`src/rtl/gfp_proc_ab_mc_pkg.sv`:
```
// Shared op codes and helpers for the GF(p) pivot/elimination cell.
package gfp_pkg;

    typedef logic [1:0] op_t;

    localparam op_t OP_PASS = 2'b00;
    localparam op_t OP_SWAP = 2'b01;
    localparam op_t OP_ELIM = 2'b10;
    localparam op_t OP_LOAD = 2'b11;

    // Column index width, never narrower than one bit.
    function automatic int unsigned cw_of(input int unsigned cols);
        return (cols <= 2) ? 1 : $clog2(cols);
    endfunction

endpackage

```
`src/rtl/gfp_proc_ab_mc_if.sv`:
```
// Beat bus of the GF(p) cell; master drives in_* and controls, slave returns out_*.
interface gfp_proc_ab_mc_if
    import gfp_pkg::*;
#(
    parameter int unsigned WIDTH = 8,
    parameter int unsigned COLS  = 4
) ();
    localparam int unsigned CW = cw_of(COLS);

    logic             mode_a;
    logic             pass;
    logic             first_pass;
    logic             in_valid;
    logic [CW-1:0]    in_col;
    logic             in_start;
    logic             in_finish;
    op_t              in_op;
    logic [WIDTH-1:0] in_fac;
    logic [WIDTH-1:0] in_data;
    logic [WIDTH-1:0] in_inv;
    logic             in_inv_en;
    logic             in_clr;

    logic             out_valid;
    logic [CW-1:0]    out_col;
    logic             out_start;
    logic             out_finish;
    op_t              out_op;
    logic [WIDTH-1:0] out_fac;
    logic [WIDTH-1:0] out_data;
    logic             r_flag;

    modport master (
        output mode_a, pass, first_pass, in_valid, in_col, in_start, in_finish,
               in_op, in_fac, in_data, in_inv, in_inv_en, in_clr,
        input  out_valid, out_col, out_start, out_finish, out_op, out_fac,
               out_data, r_flag
    );

    modport slave (
        input  mode_a, pass, first_pass, in_valid, in_col, in_start, in_finish,
               in_op, in_fac, in_data, in_inv, in_inv_en, in_clr,
        output out_valid, out_col, out_start, out_finish, out_op, out_fac,
               out_data, r_flag
    );
endinterface

```
`src/rtl/gfp_proc_ab_mc_mad.sv`:
```
// Combinational multiply-add reduced modulo PRIME; product kept exact at 2*WIDTH bits.
module gfp_mad #(
    parameter int unsigned WIDTH = 8,
    parameter int unsigned PRIME = 251
) (
    input  logic [WIDTH-1:0] i_a,
    input  logic [WIDTH-1:0] i_b,
    input  logic [WIDTH-1:0] i_c,
    output logic [WIDTH-1:0] o_mad_c
);
    localparam int unsigned PW = 2 * WIDTH;

    logic [PW-1:0] w_prod;
    logic [PW-1:0] w_sum;

    // Max a*b + c is (2^W-1)^2 + 2^W-1 < 2^(2W), so the sum cannot overflow.
    assign w_prod  = PW'(i_a) * PW'(i_b);
    assign w_sum   = w_prod + PW'(i_c);
    assign o_mad_c = WIDTH'(w_sum % PW'(PRIME));
endmodule

```
`src/rtl/gfp_proc_ab_mc.sv`:
```
// GF(p) Gaussian-elimination cell: pivot (A) or elimination (B), COLS time-multiplexed columns.
module gfp_proc_ab_mc
    import gfp_pkg::*;
#(
    parameter int unsigned WIDTH = 8,
    parameter int unsigned PRIME = 251,
    parameter int unsigned COLS  = 4
) (
    input  logic             clk,
    input  logic             rst_n,
    gfp_proc_ab_mc_if.slave  bus
);
    localparam int unsigned CW = cw_of(COLS);

    logic [WIDTH-1:0] r_mem [COLS];

    logic             w_col_ok;
    logic [WIDTH-1:0] w_r;
    logic [WIDTH-1:0] w_mad_a;
    logic [WIDTH-1:0] w_mad_c;
    logic [WIDTH-1:0] w_mad;
    logic [WIDTH-1:0] w_out_data;
    logic [WIDTH-1:0] w_out_fac;
    op_t              w_out_op;
    logic [WIDTH-1:0] w_r_next;

    logic             r_out_valid;
    logic [CW-1:0]    r_out_col;
    logic             r_out_start;
    logic             r_out_finish;
    op_t              r_out_op;
    logic [WIDTH-1:0] r_out_fac;
    logic [WIDTH-1:0] r_out_data;
    logic             r_flag;

    assign w_col_ok = (32'(bus.in_col) < COLS);
    assign w_r      = w_col_ok ? r_mem[bus.in_col] : '0;

    gfp_mad #(.WIDTH(WIDTH), .PRIME(PRIME)) u_mad (
        .i_a     (w_mad_a),
        .i_b     (bus.in_fac),
        .i_c     (w_mad_c),
        .o_mad_c (w_mad)
    );

    // Beat datapath: operand muxing, output selection and stored-value update.
    always_comb begin
        w_mad_a    = w_r;
        w_mad_c    = bus.in_data;
        w_out_data = '0;
        w_out_fac  = bus.in_fac;
        w_out_op   = OP_PASS;
        w_r_next   = w_r;

        if (bus.in_op == OP_LOAD) begin
            w_mad_a = bus.in_data;
            w_mad_c = '0;
        end

        if (bus.pass)             w_out_data = bus.in_data;
        else if (bus.in_finish)   w_out_data = w_r;
        else if (bus.in_start)    w_out_data = '0;
        else if (bus.mode_a)      w_out_data = '0;
        else begin
            case (bus.in_op)
                OP_PASS: w_out_data = bus.in_data;
                OP_SWAP: w_out_data = w_r;
                OP_ELIM: w_out_data = w_mad;
                default: w_out_data = w_r;
            endcase
        end

        if (bus.mode_a) begin
            w_out_fac = w_r[0] ? bus.in_data : bus.in_inv;
            if (!w_r[0])
                w_r_next = (bus.in_inv_en && bus.first_pass) ? WIDTH'(1) : '0;
        end else begin
            if (bus.in_op == OP_SWAP)      w_r_next = bus.in_data;
            else if (bus.in_op == OP_LOAD) w_r_next = w_mad;
        end

        if (bus.pass)            w_out_op = OP_PASS;
        else if (!bus.mode_a)    w_out_op = bus.in_op;
        else if (bus.in_start)   w_out_op = bus.in_inv_en ? OP_LOAD : OP_SWAP;
        else if (bus.in_finish)  w_out_op = OP_SWAP;
        else if (!bus.in_inv_en) w_out_op = OP_PASS;
        else if (w_r[0])         w_out_op = OP_ELIM;
        else                     w_out_op = OP_LOAD;
    end

    // Column store; a clear beat wipes every entry and discards its own write.
    always_ff @(posedge clk or negedge rst_n) begin
        if (!rst_n) begin
            for (int i = 0; i < int'(COLS); i++) r_mem[i] <= '0;
        end else if (bus.in_valid) begin
            if (bus.in_clr) begin
                for (int i = 0; i < int'(COLS); i++) r_mem[i] <= '0;
            end else if (w_col_ok) begin
                r_mem[bus.in_col] <= w_r_next;
            end
        end
    end

    // Output stage: one-cycle beat latency, data holds between valid beats.
    always_ff @(posedge clk or negedge rst_n) begin
        if (!rst_n) begin
            r_out_valid  <= 1'b0;
            r_out_col    <= '0;
            r_out_start  <= 1'b0;
            r_out_finish <= 1'b0;
            r_out_op     <= OP_PASS;
            r_out_fac    <= '0;
            r_out_data   <= '0;
            r_flag       <= 1'b0;
        end else begin
            r_out_valid <= bus.in_valid;
            if (bus.in_valid) begin
                r_out_col    <= bus.in_col;
                r_out_start  <= bus.in_start;
                r_out_finish <= bus.in_finish;
                r_out_op     <= w_out_op;
                r_out_fac    <= w_out_fac;
                r_out_data   <= w_out_data;
                r_flag       <= w_r_next[0] | bus.pass;
            end
        end
    end

    assign bus.out_valid  = r_out_valid;
    assign bus.out_col    = r_out_col;
    assign bus.out_start  = r_out_start;
    assign bus.out_finish = r_out_finish;
    assign bus.out_op     = r_out_op;
    assign bus.out_fac    = r_out_fac;
    assign bus.out_data   = r_out_data;
    assign bus.r_flag     = r_flag;
endmodule

```
`src/flat_wrapper.sv`:
```
// flat-port wrapper written by rule: the top's interface ports become plain ports
module gfp_proc_ab_mc_flat import gfp_pkg::*;
#(
    parameter int unsigned WIDTH = 8,
    parameter int unsigned PRIME = 251,
    parameter int unsigned COLS  = 4
)
  (clk, rst_n, bus_mode_a, bus_pass, bus_first_pass, bus_in_valid, bus_in_col, bus_in_start, bus_in_finish, bus_in_op, bus_in_fac, bus_in_data, bus_in_inv, bus_in_inv_en, bus_in_clr, bus_out_valid, bus_out_col, bus_out_start, bus_out_finish, bus_out_op, bus_out_fac, bus_out_data, bus_r_flag);
  gfp_proc_ab_mc_if #(.WIDTH(WIDTH), .COLS(COLS)) bus_i ();
  input  logic clk;
  input  logic rst_n;
  input wire logic [$bits(bus_i.mode_a)-1:0] bus_mode_a;
  input wire logic [$bits(bus_i.pass)-1:0] bus_pass;
  input wire logic [$bits(bus_i.first_pass)-1:0] bus_first_pass;
  input wire logic [$bits(bus_i.in_valid)-1:0] bus_in_valid;
  input wire logic [$bits(bus_i.in_col)-1:0] bus_in_col;
  input wire logic [$bits(bus_i.in_start)-1:0] bus_in_start;
  input wire logic [$bits(bus_i.in_finish)-1:0] bus_in_finish;
  input wire logic [$bits(bus_i.in_op)-1:0] bus_in_op;
  input wire logic [$bits(bus_i.in_fac)-1:0] bus_in_fac;
  input wire logic [$bits(bus_i.in_data)-1:0] bus_in_data;
  input wire logic [$bits(bus_i.in_inv)-1:0] bus_in_inv;
  input wire logic [$bits(bus_i.in_inv_en)-1:0] bus_in_inv_en;
  input wire logic [$bits(bus_i.in_clr)-1:0] bus_in_clr;
  output wire logic [$bits(bus_i.out_valid)-1:0] bus_out_valid;
  output wire logic [$bits(bus_i.out_col)-1:0] bus_out_col;
  output wire logic [$bits(bus_i.out_start)-1:0] bus_out_start;
  output wire logic [$bits(bus_i.out_finish)-1:0] bus_out_finish;
  output wire logic [$bits(bus_i.out_op)-1:0] bus_out_op;
  output wire logic [$bits(bus_i.out_fac)-1:0] bus_out_fac;
  output wire logic [$bits(bus_i.out_data)-1:0] bus_out_data;
  output wire logic [$bits(bus_i.r_flag)-1:0] bus_r_flag;
  assign bus_i.mode_a = bus_mode_a;
  assign bus_i.pass = bus_pass;
  assign bus_i.first_pass = bus_first_pass;
  assign bus_i.in_valid = bus_in_valid;
  assign bus_i.in_col = bus_in_col;
  assign bus_i.in_start = bus_in_start;
  assign bus_i.in_finish = bus_in_finish;
  assign bus_i.in_op = bus_in_op;
  assign bus_i.in_fac = bus_in_fac;
  assign bus_i.in_data = bus_in_data;
  assign bus_i.in_inv = bus_in_inv;
  assign bus_i.in_inv_en = bus_in_inv_en;
  assign bus_i.in_clr = bus_in_clr;
  assign bus_out_valid = bus_i.out_valid;
  assign bus_out_col = bus_i.out_col;
  assign bus_out_start = bus_i.out_start;
  assign bus_out_finish = bus_i.out_finish;
  assign bus_out_op = bus_i.out_op;
  assign bus_out_fac = bus_i.out_fac;
  assign bus_out_data = bus_i.out_data;
  assign bus_r_flag = bus_i.r_flag;
  gfp_proc_ab_mc #(.WIDTH(WIDTH), .PRIME(PRIME), .COLS(COLS)) u_core (.clk(clk), .rst_n(rst_n), .bus(bus_i));
endmodule
```
`config.mk`:
```
export PLATFORM = sky130hd
export DESIGN_NAME = gfp_proc_ab_mc_flat
export DESIGN_NICKNAME = d
export VERILOG_FILES = /design/src/rtl/gfp_proc_ab_mc_pkg.sv /design/src/rtl/gfp_proc_ab_mc_if.sv /design/src/rtl/gfp_proc_ab_mc_mad.sv /design/src/rtl/gfp_proc_ab_mc.sv /design/src/flat_wrapper.sv
export SDC_FILE = /design/constraint.sdc
export NUM_CORES = 1
export LEC_CHECK = 0
export CAP_MARGIN = 20
export CELL_PAD_IN_SITES_DETAIL_PLACEMENT = 1
export CELL_PAD_IN_SITES_GLOBAL_PLACEMENT = 1
export CORE_UTILIZATION = 42
export DETAILED_ROUTE_END_ITERATION = 10
export PLACE_DENSITY_LB_ADDON = 0.12
export SLEW_MARGIN = 15
export SYNTH_ARGS = -nofsm -noshare
export SYNTH_HDL_FRONTEND = slang
export SYNTH_SLANG_ARGS = --single-unit
```
`constraint.sdc`:
```
create_clock -name clk -period 12.5 [get_ports clk]
set_input_delay 2.5 -clock clk [delete_from_list [all_inputs] [get_ports clk]]
set_output_delay 2.5 -clock clk [all_outputs]
set_load 0.01 [all_outputs]
```
After elaboration in Yosys (flattened, before gate mapping)

Cells that the tools add are included.

Register bits after elaboration: 56
Input port bits: 38
Output and inout port bits: 24
Word-level logic and storage cells: 53

Add/subtract/negate cells: 1
Multipliers: 1
Div/mod/pow operators: 1
$lt $le $gt $ge: 2
Equality and inequality tests: 3
Mux-type cells: 28
Bitwise gates (word level): 2
Reductions and logical operators: 3

Operators by type and width:

| kind                    | number |
|---|---|
| $mux W8                 | 15 |
| $bwmux W32              | 1 |
| $mux W32                | 1 |
| $add A16 B8 Y16         | 1 |
| $bmux W8 S2             | 1 |
| $demux W8 S2            | 1 |
| $mod A16 B8 Y16 const B | 1 |
| $mul A8 B8 Y16          | 1 |
| $pmux W8 S2             | 1 |
| $mux W2                 | 6 |
| $eq A2 B2 Y1 const B    | 2 |
| $ge A3 B3 Y1 const B    | 1 |
| $lt A3 B1 Y1 const B    | 1 |
| $not A2 Y3              | 1 |
| $eq A2 B1 Y1 const B    | 1 |
| $logic_and A1 B1 Y1     | 2 |
| $logic_not A2 Y1        | 1 |
| $mux W1                 | 2 |
| $or A1 B1 Y1            | 1 |

Logic depth before layout (Yosys ltp)

Gate-level depths: netlist (run 1).

Depth after elaboration: 13
Gate-level depth with buffers: 55
Gate-level depth less buffers: 49

Modules after synthesis

Synthesis (run 1) repeated with hierarchy kept, for this count alone.

Cell total of the unflattened synthesis: 1087
Area total of the unflattened synthesis: 9039.9 um^2

Modules (own cells, without submodules):

| module         | times used | cells an instance | area each (um^2) | seq. area each (um^2) |
|---|---|---|---|---|
| gfp_mad        | 1          | 742               | 5534.1           | 0.0 |
| gfp_proc_ab_mc | 1          | 345               | 3505.9           | 1401.3 |

Least setup slack after synthesis (run 1)

OpenSTA, ideal clock, no wires.

Path kind: input-to-reg
From: input bus_in_col[1]
To: register u_core.r_mem[16] (netlist name)
Library setup time: 0.124 ns
Arrival time: 15.668 ns
Data required time: 12.376 ns
Path slack: -3.293 ns
Cell stages on the path: 52
Path buffers: 5
Cells stage by stage: clkbuf_1 -> mux4_2 -> clkbuf_1 -> buf_1 -> mux2_2 -> nand2_1 -> fa_1 -> fa_1 -> inv_1 -> fa_1 -> inv_1 -> fa_1 -> inv_1 -> ha_1 -> buf_6 -> a21o_1 -> a221o_1 -> a2111oi_2 -> (+16 left out) -> xor2_2 -> ha_1 -> nor3b_1 -> mux2_2 -> a21oi_1 -> o211ai_1 -> mux2i_1 -> a311o_2 -> and3_4 -> nor2_1 -> ha_1 -> a2111oi_0 -> nor2_1 -> o211ai_4 -> nand3_1 -> a311oi_1 -> o31a_1 -> o21ai_1

Word-level cells in the longest chain between the ends: 13
Elaborated cells on any way between the ends: 19
Classes of those cells: 1 x add/sub; 1 x mul; 1 x div; 2 x order compare; 12 x mux; 1 x bitwise; 1 x reduce/logical

RTL lines:

| element                                     | RTL line                                   | source |
|---|---|---|
| from (decl)                                 | flat_wrapper.sv:16                         | `input wire logic [$bits(bus_i.in_col)-1:0] bus_in_col;` |
| $not A2 Y3 (implied by the code) (*)        | gfp_proc_ab_mc.sv:37, gfp_proc_ab_mc.sv:99 |  |
| $bmux W8 S2                                 | gfp_proc_ab_mc.sv:37                       | `assign w_r = w_col_ok ? r_mem[bus.in_col] : '0;` |
| $mux W8 (implied by the code) (2 in series) | gfp_proc_ab_mc.sv:37                       |  |
| $mux W8                                     | gfp_proc_ab_mc.sv:55                       | `if (bus.in_op == OP_LOAD) begin` |
| $mul A8 B8 Y16                              | gfp_proc_ab_mc_mad.sv:17                   | `assign w_prod = PW'(i_a) * PW'(i_b);` |
| $add A16 B8 Y16                             | gfp_proc_ab_mc_mad.sv:18                   | `assign w_sum = w_prod + PW'(i_c);` |
| $mod A16 B8 Y16                             | gfp_proc_ab_mc_mad.sv:19                   | `assign o_mad_c = WIDTH'(w_sum % PW'(PRIME));` |
| $mux W8                                     | gfp_proc_ab_mc.sv:79                       | `else if (bus.in_op == OP_LOAD) w_r_next = w_mad;` |
| $mux W8                                     | gfp_proc_ab_mc.sv:78                       | `if (bus.in_op == OP_SWAP) w_r_next = bus.in_data;` |
| $mux W8                                     | gfp_proc_ab_mc.sv:73                       | `if (bus.mode_a) begin` |
| $bwmux W32 (*)                              | gfp_proc_ab_mc.sv:99                       | `r_mem[bus.in_col] <= w_r_next;` |
| $mux W32 (*)                                | gfp_proc_ab_mc.sv:96                       | `if (bus.in_clr) begin` |
| to (signal, indexed assignment)             | gfp_proc_ab_mc.sv:99                       |  |
| to (decl)                                   | gfp_proc_ab_mc.sv:15                       | `logic [WIDTH-1:0] r_mem [COLS];` |

Mark *: on every way between the ends. The rest lies on a longest branch, timed or not. The select of a mux whose other input is x is not followed.
A chain may end at the register's enable or synchronous reset.

Worst setup path in the final report (run 1)

From: input bus_in_col[1]
To: register u_core.r_mem[31] (netlist name)

The elaborated chain is that of the path after synthesis.

==> summary.md, run 1 <==
| Metric | Value |
|---|---|
| Min cycle time layout | around 15,000 ps |
| Startpoint types | input port |
| WL final | around 46 mm |
| Top Metal Used | met4 |
| Root buffer cell | clkbuf_16 |
| Die extent in y | roughly 150 um |
| Most used DFF post-synth | dfrtp_1 |
| Layout Cells excl Fill | ~1,700 |
| Top cell type's share of synthesized area | between 15 and 20% |
| Maximum capacitance violations | 0 |
| Gr usage total | around 36% |
| CTS tree | done |
| Worst EP required | around 13,000 ps |
| Net count after synthesis | around 1,200 |
| Vias per inst | 6.482 |
| CTS sink cnt | 56 |
| Synthesis warning total | 0 |
| Die ar. | 21,250 um^2 |
| #FFs+latches synth | between 50 and 60 |
| CP Capture Type | flip-flop |
| Detailed placer's ending HPWL | roughly 27 mm |
| Final Setup Violations | 41 |
| Slew Limit Fails | 0 |
| Buffers on Ports | a little over 60 |
| Largest area contributor in the netlist | dfrtp_1 |
| Row cnt | 52 |
| WL met2 | roughly 23 mm |
| Via Count | 11,100 |
| Worst path most repeated cell | buf_4 |
| Initial antenna violation count | 1 |
| Hold WC Path Type | flip-flop to flip-flop |
| DP Area | approximately 12,000 um^2 |
| Delay-heaviest family, CP | compound AO/OA/AOI/OAI gates |
| Crit path buffers/inverters | 16 |
| Critical Path AT | 15,390 ps |
| Tightest Pin Transition | 1215 ps |
| Share of cells above drive strength 1 | about two fifths |
| Fraction of registers with async set/reset | 100.0% |
| Kind of critical path | input port to flip-flop |
| Layout overhead on the synthesized area | 53.74% |
| Initial core utilization | between 40% and 50% |
| Slew HR | about 18% |
| Final GP Congestion | slightly above 0.9 |
| Mapped Cells | ~1,000 |
| Met3 wire len | about 3.4 mm |
| Largest net degree at the start of global routing | 57 |
| Worst path slowest cell | a211oi_1 |
| Final period utilization | 121.2% |
| Post-route cell area | around 13,000 um^2 |
| Worst Setup Slack, final | -2648 ps |
| Synth top area cells | dfrtp_1 (16%), fa_1 (10%), ha_1 (5.5%), nand2_1 (5.3%), and2_1 (3.5%) |
| Avg Synthesized Cell Area | 8.292 um^2 |
| Clk slew on worst S/H paths | approximately 80 ps |
| Clock skew | approximately 5.7 ps |
| Vias in the first global route | ~11,000 |
| Setup TNS | -102,150 ps |
| Status | finished with violations |
| EDFF count, synth | 0 |
| RSZ-0062 raised after global routing | true |
| First-pass GRT wire length | 60.96 mm |
| Failing checks | negative setup slack |
| Final nets | 1,561 |
| Residual DRC count | 0 |
| Fmax | 66.01 MHz |
| Wire length on met1 | ~17 mm |
| Post-Syn Area | 8682 um^2 |
| Placed Cells | 1,646 |
| Crit Path Max Fanout | 6 |
| Routed WL per cell | 26.90 um |
| Overflow after GRT | 0 |
| First-pass detailed-route iteration total | 5 |
| Hold_ws | between 500 and 600 ps |
| Seq/Total Area, Yosys | between 10% and 20% |
| Iter 0 DRT Violations | just over 900 |
| CTS Buf Count | 5 |
| Worst-Skew Late Latency | between 300 and 400 ps |
| H-Tree Depth | 2 |
| Core box area | a little over 20,000 um^2 |
| Slowest stage delay, CP | ~590 ps |
| Hold Vio Cnt, Final | 0 |
| Worst-case clock buffer depth | 2 |
| Post-DRT Antenna Nets | 0 |
| Post-synthesis cell type count | approximately 110 |
| DIE WIDTH | about 150 um |
| I/O Pins | 62 |
routing by layer:
metal | vias up | GRT usage (%)
met4 | 0 | 16.16
met2 | 685 | 64.74
li1 | 4677 | -
met5 | - | 0
met3 | 269 | 4.953
met1 | 5473 | 42.46
final cells by class:
type	count	area, um^2
Multi-Input combinational cell	884	7734
Fill cell	2342	6887
Timing Repair Buffer	425	3462
Sequential cell	56	1401
Tap cell	270	337.8
Inverter	69	259.0
Clock buffer	5	125.1
Clock inverter	3	26.28
Antenna cell	1	2.502
metrics by stage:
stage          setup slack, ps  util [%]
2_1_floorplan            -2131         -
3_3_place_gp             -2428     59.14
3_5_place_dp             -2920     59.14
4_1_cts                  -1763     63.03
5_1_grt                  -3003     65.97
6_report                 -2648     65.97
path summary, 6_finish.rpt:
path / from / to / slack (ps) / depth (start not counted)
max: bus_in_col[1] / u_core.r_mem[31]$_DFFE_PN0P_ / -2650 / 57
min reg2reg: u_core.r_mem[1]$_DFFE_PN0P_ / u_core.r_mem[1]$_DFFE_PN0P_ / 510 / 2
max reg2reg: u_core.r_mem[29]$_DFFE_PN0P_ / u_core.r_mem[31]$_DFFE_PN0P_ / -600 / 54
min: u_core.r_mem[1]$_DFFE_PN0P_ / u_core.r_mem[1]$_DFFE_PN0P_ / 510 / 2
max in group asynchronous: rst_n / u_core.r_mem[0]$_DFFE_PN0P_ / 9640 / 2
min in group asynchronous: rst_n / u_core.bus.out_finish$_DFFE_PN0P_ / 2320 / 2
synthesized netlist by cell type, types with 5 or more instances:
master / instances
nand2_1: 123
nor2_1: 69
inv_1: 67
dfrtp_1: 56
a21oi_1: 55
and2_1: 49
fa_1: 44
o21ai_0: 42
ha_1: 38
o21ai_1: 33
xnor2_1: 30
nand3_1: 25
nor3_1: 24
clkbuf_1: 21
mux2_2: 21
mux2i_1: 18
a21o_1: 17
and3_1: 15
a22o_1: 14
a31oi_1: 14
a211oi_1: 13
o211ai_1: 13
nand4_1: 11
o21a_1: 9
o31ai_1: 9
or3_1: 9
a22oi_1: 8
buf_1: 8
mux4_2: 8
o211a_1: 8
xor2_1: 8
buf_2: 7
nor3b_1: 6
nor4_1: 6
a21boi_0: 5
a221o_1: 5
a311oi_1: 5
nand2b_1: 5
nor2b_1: 5
o2bb2ai_1: 5
state kept, by name, summed over array words and instances, names as in the netlist:
register / flops
u_core.bus.out_col: 2
u_core.bus.out_fac: 8
u_core.bus.out_valid: 1
u_core.bus.r_flag: 1
u_core.bus.out_data: 8
u_core.bus.out_op: 2
u_core.r_mem: 32
u_core.bus.out_finish: 1
u_core.bus.out_start: 1
logic make-up (layout without fill, tap and decap cells):
logic type	Yosys count	count (layout)	share of synthesized area, %
compound gates	333	333	29.14
xor+xnor	42	42	4.583
fa+ha+maj	84	84	15.90
buf+inv	107	502	4.857
flops	56	56	16.14
mux	51	51	7.551
other cells	0	1	0
simple gates	374	374	21.83
worst reg2reg max path: cells and delay by family (launching register included):
kind / cells / cell delay, ps
fa+ha+maj: 7 / 2770
simple gates: 11 / 1970
compound gates: 16 / 4490
xor+xnor: 3 / 440
mux: 4 / 1250
buf+inv: 13 / 1630
flops: 1 / 460
placed cells by master (no fill, tap or decap), types with 9 or more instances in the layout:
master | Yosys | routed
o211ai_1 | 13 | 13
ha_1 | 38 | 31
clkdlybuf4s50_1 | 0 | 56
and2_1 | 49 | 43
a21oi_1 | 55 | 43
nand2_2 | 1 | 14
o21ai_2 | 0 | 9
inv_1 | 67 | 61
mux2_4 | 3 | 10
a211oi_1 | 13 | 9
o21ai_0 | 42 | 37
nand2_1 | 123 | 108
nand4_1 | 11 | 11
dfrtp_1 | 56 | 56
nand3_1 | 25 | 22
o21ai_1 | 33 | 25
a22o_1 | 14 | 14
xnor2_1 | 30 | 28
mux2i_1 | 18 | 15
and3_1 | 15 | 11
a21o_1 | 17 | 16
mux2_2 | 21 | 14
nor3_1 | 24 | 20
nor2_1 | 69 | 64
buf_4 | 1 | 343
buf_6 | 1 | 17
a31oi_1 | 14 | 12
fa_1 | 44 | 39
what timing repair did:
action,4_1_cts,5_1_grt
hold buffers,0,0
buffers inserted,30,33
pin swaps,66,86
endpoints found under the setup margin,41,41
resized for setup,95,76
cloned,1,0
Power of run 1 is not shown: default switching activity piles up to over one toggle a cycle in this logic, so the estimate is an artifact.
==> inputs of run 2 (changes only) <==
--- a/config.mk
+++ b/config.mk
@@ -14,4 +14,5 @@
 export SLEW_MARGIN = 15
 export SYNTH_ARGS = -nofsm -noshare
 export SYNTH_HDL_FRONTEND = slang
+export SYNTH_HIERARCHICAL = 1
 export SYNTH_SLANG_ARGS = --single-unit
==> run 2 against run 1 <==
  * The flow still finishes with violations (negative setup slack)
  * Hold slack improved by 12 ps
  * Flip-flop and latch count did not move
  * Utilization up 2.3 points
  * Synthesized cell count grew 3.8%
  * Non-clock buffer count increased by 25
  * Sequential share of layout area fell by 0.76 points
  * Area after synthesis rose by 4.1%
  * Via count increased by 15%
==> summary.md, run 2 <==
| Metric | Value |
|---|---|
| Die ar. | 22,110 um^2 (was 21,250 um^2) |
| Net count after synthesis | 1,207 (was 1,167) |
| Post-Syn Area | 9040 um^2 (was 8682 um^2) |
| Min cycle time layout | 15,330 ps (was 15,150 ps) |
| Fraction of registers with async set/reset | 100.0% (unchanged) |
| Vias in the first global route | 12,600 (was 11,300) |
| Largest net degree at the start of global routing | 57 (unchanged) |
| Max reg flops | 32 (unchanged) |
| Clk slew on worst S/H paths | 90 ps (was 80 ps) |
| First-pass GRT wire length | 72.77 mm (was 60.96 mm) |
| H-Tree Depth | 2 (unchanged) |
| Worst path most repeated cell | buf_4 (unchanged) |
| Clock skew | 10.09 ps (was 5.690 ps) |
| Avg Synthesized Cell Area | 8.316 um^2 (was 8.292 um^2) |
| Top cell type's share of synthesized area | 15.50% (was 16.14%) |
| Detailed placer's ending HPWL | 29.13 mm (was 27.02 mm) |
| I/O Pins | 62 (unchanged) |
| Largest Register | u_core/r_mem (was u_core.r_mem) |
| Critical Path AT | 15,460 ps (was 15,390 ps) |
| Final period utilization | 122.7% (was 121.2%) |
| Count leader, synth | nand2_1 (unchanged) |
| Fmax | 65.22 MHz (was 66.01 MHz) |
| Layout overhead on the synthesized area | 59.24% (was 53.74%) |
| Row cnt | 53 (was 52) |
| Post-synthesis cell type count | 106 (was 109) |
| Overflow after GRT | 0 (unchanged) |
| Startpoint types | input port (unchanged) |
| Worst Setup Slack, final | -2833 ps (was -2648 ps) |
| Core box area | 21,090 um^2 (was 20,230 um^2) |
| Worst EP required | 12,630 ps (was 12,740 ps) |
| Die extent in y | 148.7 um (was 145.8 um) |
| EDFF count, synth | 0 (unchanged) |
| Initial antenna violation count | 3 (was 1) |
| RSZ-0062 raised after global routing | true (unchanged) |
| Worst path slowest cell | o21ai_1 (was a211oi_1) |
| Maximum capacitance violations | 0 (unchanged) |
| Layout Cells excl Fill | 1,777 (was 1,713) |
| Commonest non-fill, non-tap cells in the layout | buf_4 (360), nand2_1 (110), inv_1 (77) (was buf_4 (343), nand2_1 (108), nor2_1 (64)) |
| First-pass detailed-route iteration total | 8 (was 5) |
| Synth top area cells | dfrtp_1 (16%), fa_1 (9.7%), ha_1 (5.3%), nand2_1 (4.8%), mux2i_1 (4.1%) (was dfrtp_1 (16%), fa_1 (10%), ha_1 (5.5%), nand2_1 (5.3%), and2_1 (3.5%)) |
| Commonest non-fill, non-tap cell in the layout | buf_4 (unchanged) |
| Gr usage total | 42.73% (was 36.01%) |
| Failing checks | negative setup slack (unchanged) |
| Cts hold-fix bufs | 0 (unchanged) |
| Worst-Skew Late Latency | 310 ps (about the same) |
| Initial core utilization | 42.87% (was 42.91%) |
| Most used DFF post-synth | dfrtp_1 (unchanged) |
| Final GP Congestion | 0.9383 (was 0.9048) |
| Buffers on Ports | 61 (unchanged) |
| Via Count | 12,760 (was 11,100) |
| Slowest stage delay, CP | 670 ps (was 590 ps) |
| Iter 0 DRT Violations | 1,213 (was 926) |
| Worst-case clock buffer depth | 2 (unchanged) |
| WL final | 57.68 mm (was 46.07 mm) |
| Root buffer cell | clkbuf_16 (unchanged) |
| CTS sink cnt | 56 (unchanged) |
| CTS tree | done (unchanged) |
| Residual DRC count | 0 (unchanged) |
| Hold Vio Cnt, Final | 0 (unchanged) |
| Slew HR | 16.58% (was 18.24%) |
| DIE WIDTH | 148.7 um (was 145.8 um) |
| Vias per inst | 7.180 (was 6.482) |
| Share of cells above drive strength 1 | 44.60% (was 40.50%) |
| Largest area contributor in the netlist | dfrtp_1 (unchanged) |
| #FFs+latches synth | 56 (unchanged) |
| Tightest Pin Transition | 1249 ps (was 1215 ps) |
| Final nets | 1,619 (was 1,561) |
| Post-DRT Antenna Nets | 0 (unchanged) |
| Mapped Cells | 1,087 (was 1,047) |
| Crit Path Max Fanout | 8 (was 6) |
| Routed WL per cell | 32.46 um (was 26.90 um) |
| Fillcell total | 2,337 (was 2,342) |
| Synth cell count leaders | nand2_1 (116), inv_1 (83), nor2_1 (58) (was nand2_1 (123), nor2_1 (69), inv_1 (67)) |
| CP Capture Type | flip-flop (unchanged) |
| Hold WC Path Type | flip-flop to flip-flop (unchanged) |
| Synthesis warning total | 6 (was 0) |
| Final Setup Violations | 41 (unchanged) |
| Kind of critical path | input port to flip-flop (unchanged) |
| Slew Limit Fails | 0 (unchanged) |
| CTS Buf Count | 5 (unchanged) |
| Placed Cells | 1,690 (was 1,646) |
| Seq/Total Area, Yosys | 15.50% (was 16.14%) |
| Status | finished with violations (unchanged) |
==> run 2: cell count changes after synthesis, moves of 12 or more <==
| cell | delta |
|---|---|
| a221o_1 | +12 |
| a22o_1 | -12 |
| inv_1 | +16 |
| mux2i_1 | +19 |
| nand3_1 | +13 |
| nor2b_1 | +13 |
| o21ai_1 | -29 |
| o221ai_1 | +25 |
==> run 2: final timing paths <==
path                                             startpoint                                  to  slack, ps  depth (start not counted)
setup / recovery                              bus_in_col[0]        u_core/r_mem[20]$_DFFE_PN0P_      -2830                         54
hold / removal             u_core/bus.out_op[1]$_DFFE_PN0P_    u_core/bus.out_op[1]$_DFFE_PN0P_        530                          1
setup reg to reg                u_core/r_mem[3]$_DFFE_PN0P_        u_core/r_mem[20]$_DFFE_PN0P_       -850                         53
hold reg to reg            u_core/bus.out_op[1]$_DFFE_PN0P_    u_core/bus.out_op[1]$_DFFE_PN0P_        530                          1
max in group asynchronous                             rst_n         u_core/r_mem[3]$_DFFE_PN0P_       9570                          2
min in group asynchronous                             rst_n  u_core/bus.out_data[1]$_DFFE_PN0P_       2390                          2
==> run 2: area by class of cell <==
class	instances	area (um^2)	area share [%]
multi-input combinational	901	8442	58.64
timing repair buffer	450	3731	25.92
sequential	56	1401	9.735
tap	275	344.1	2.390
inverter	85	319.1	2.216
clock buffer	5	125.1	0.8692
clock inverter	3	27.53	0.1912
antenna	2	5.005	0.03477
==> run 2: cell families (layout without fill, tap and decap cells) <==
logic type | count (synthesis) | count (layout) | synth area share, %
xor+xnor | 31 | 31 | 3.003
flops | 56 | 56 | 15.50
buf+inv | 130 | 543 | 6.076
fa+ha+maj | 84 | 84 | 15.24
compound gates | 331 | 331 | 28.78
simple gates | 388 | 388 | 22.44
other cells | 0 | 2 | 0
mux | 67 | 67 | 8.969
==> run 2: metrics by stage <==
step | setup WS, ps | utilization (%) | hold WS, ps | setup TNS (ps) | instance area (um^2)
after floorplan | -1232 | - | 482.0 | -40830 | 9380
after global placement | -2124 | 59.07 | 473.6 | -79630 | 12460
after detailed placement | -2442 | 59.07 | 487.5 | -92860 | 12460
after CTS | -1170 | 64.68 | 506.9 | -42790 | 13640
after global routing | -3112 | 68.25 | 542.1 | -118420 | 14390
final | -2833 | 68.26 | 525.6 | -107830 | 14400
==> run 2: what timing repair did <==
action	in CTS	in global routing
resized for setup	148	97
setup endpoints to repair	41	41
gates cloned	2	0
pin swaps	91	68
buffers inserted	42	36
==> run 2: per-layer routing <==
layer  share of wire (%)  global-route usage [%]  wire length [um]  vias up
li1                    -                       -                 -     4894
met1                  34                   49.64             19590     6249
met2                  46                   74.09             26260     1099
met3                  10                   7.331              5837      514
met4                  10                   24.28              5940        2
met5               0.099                       0                57        -
==> run 2: critical path, delay by kind of cell <==
kind / cells / cell delay [ps]
multiplexers: 5 / 1770
AND/OR/NAND/NOR: 7 / 1250
adder cells (fa/ha/maj): 7 / 2320
buffers and inverters: 13 / 2020
AO/OA/AOI/OAI: 19 / 5260
XOR/XNOR: 3 / 290
Power of run 2 is left out for the same reason.
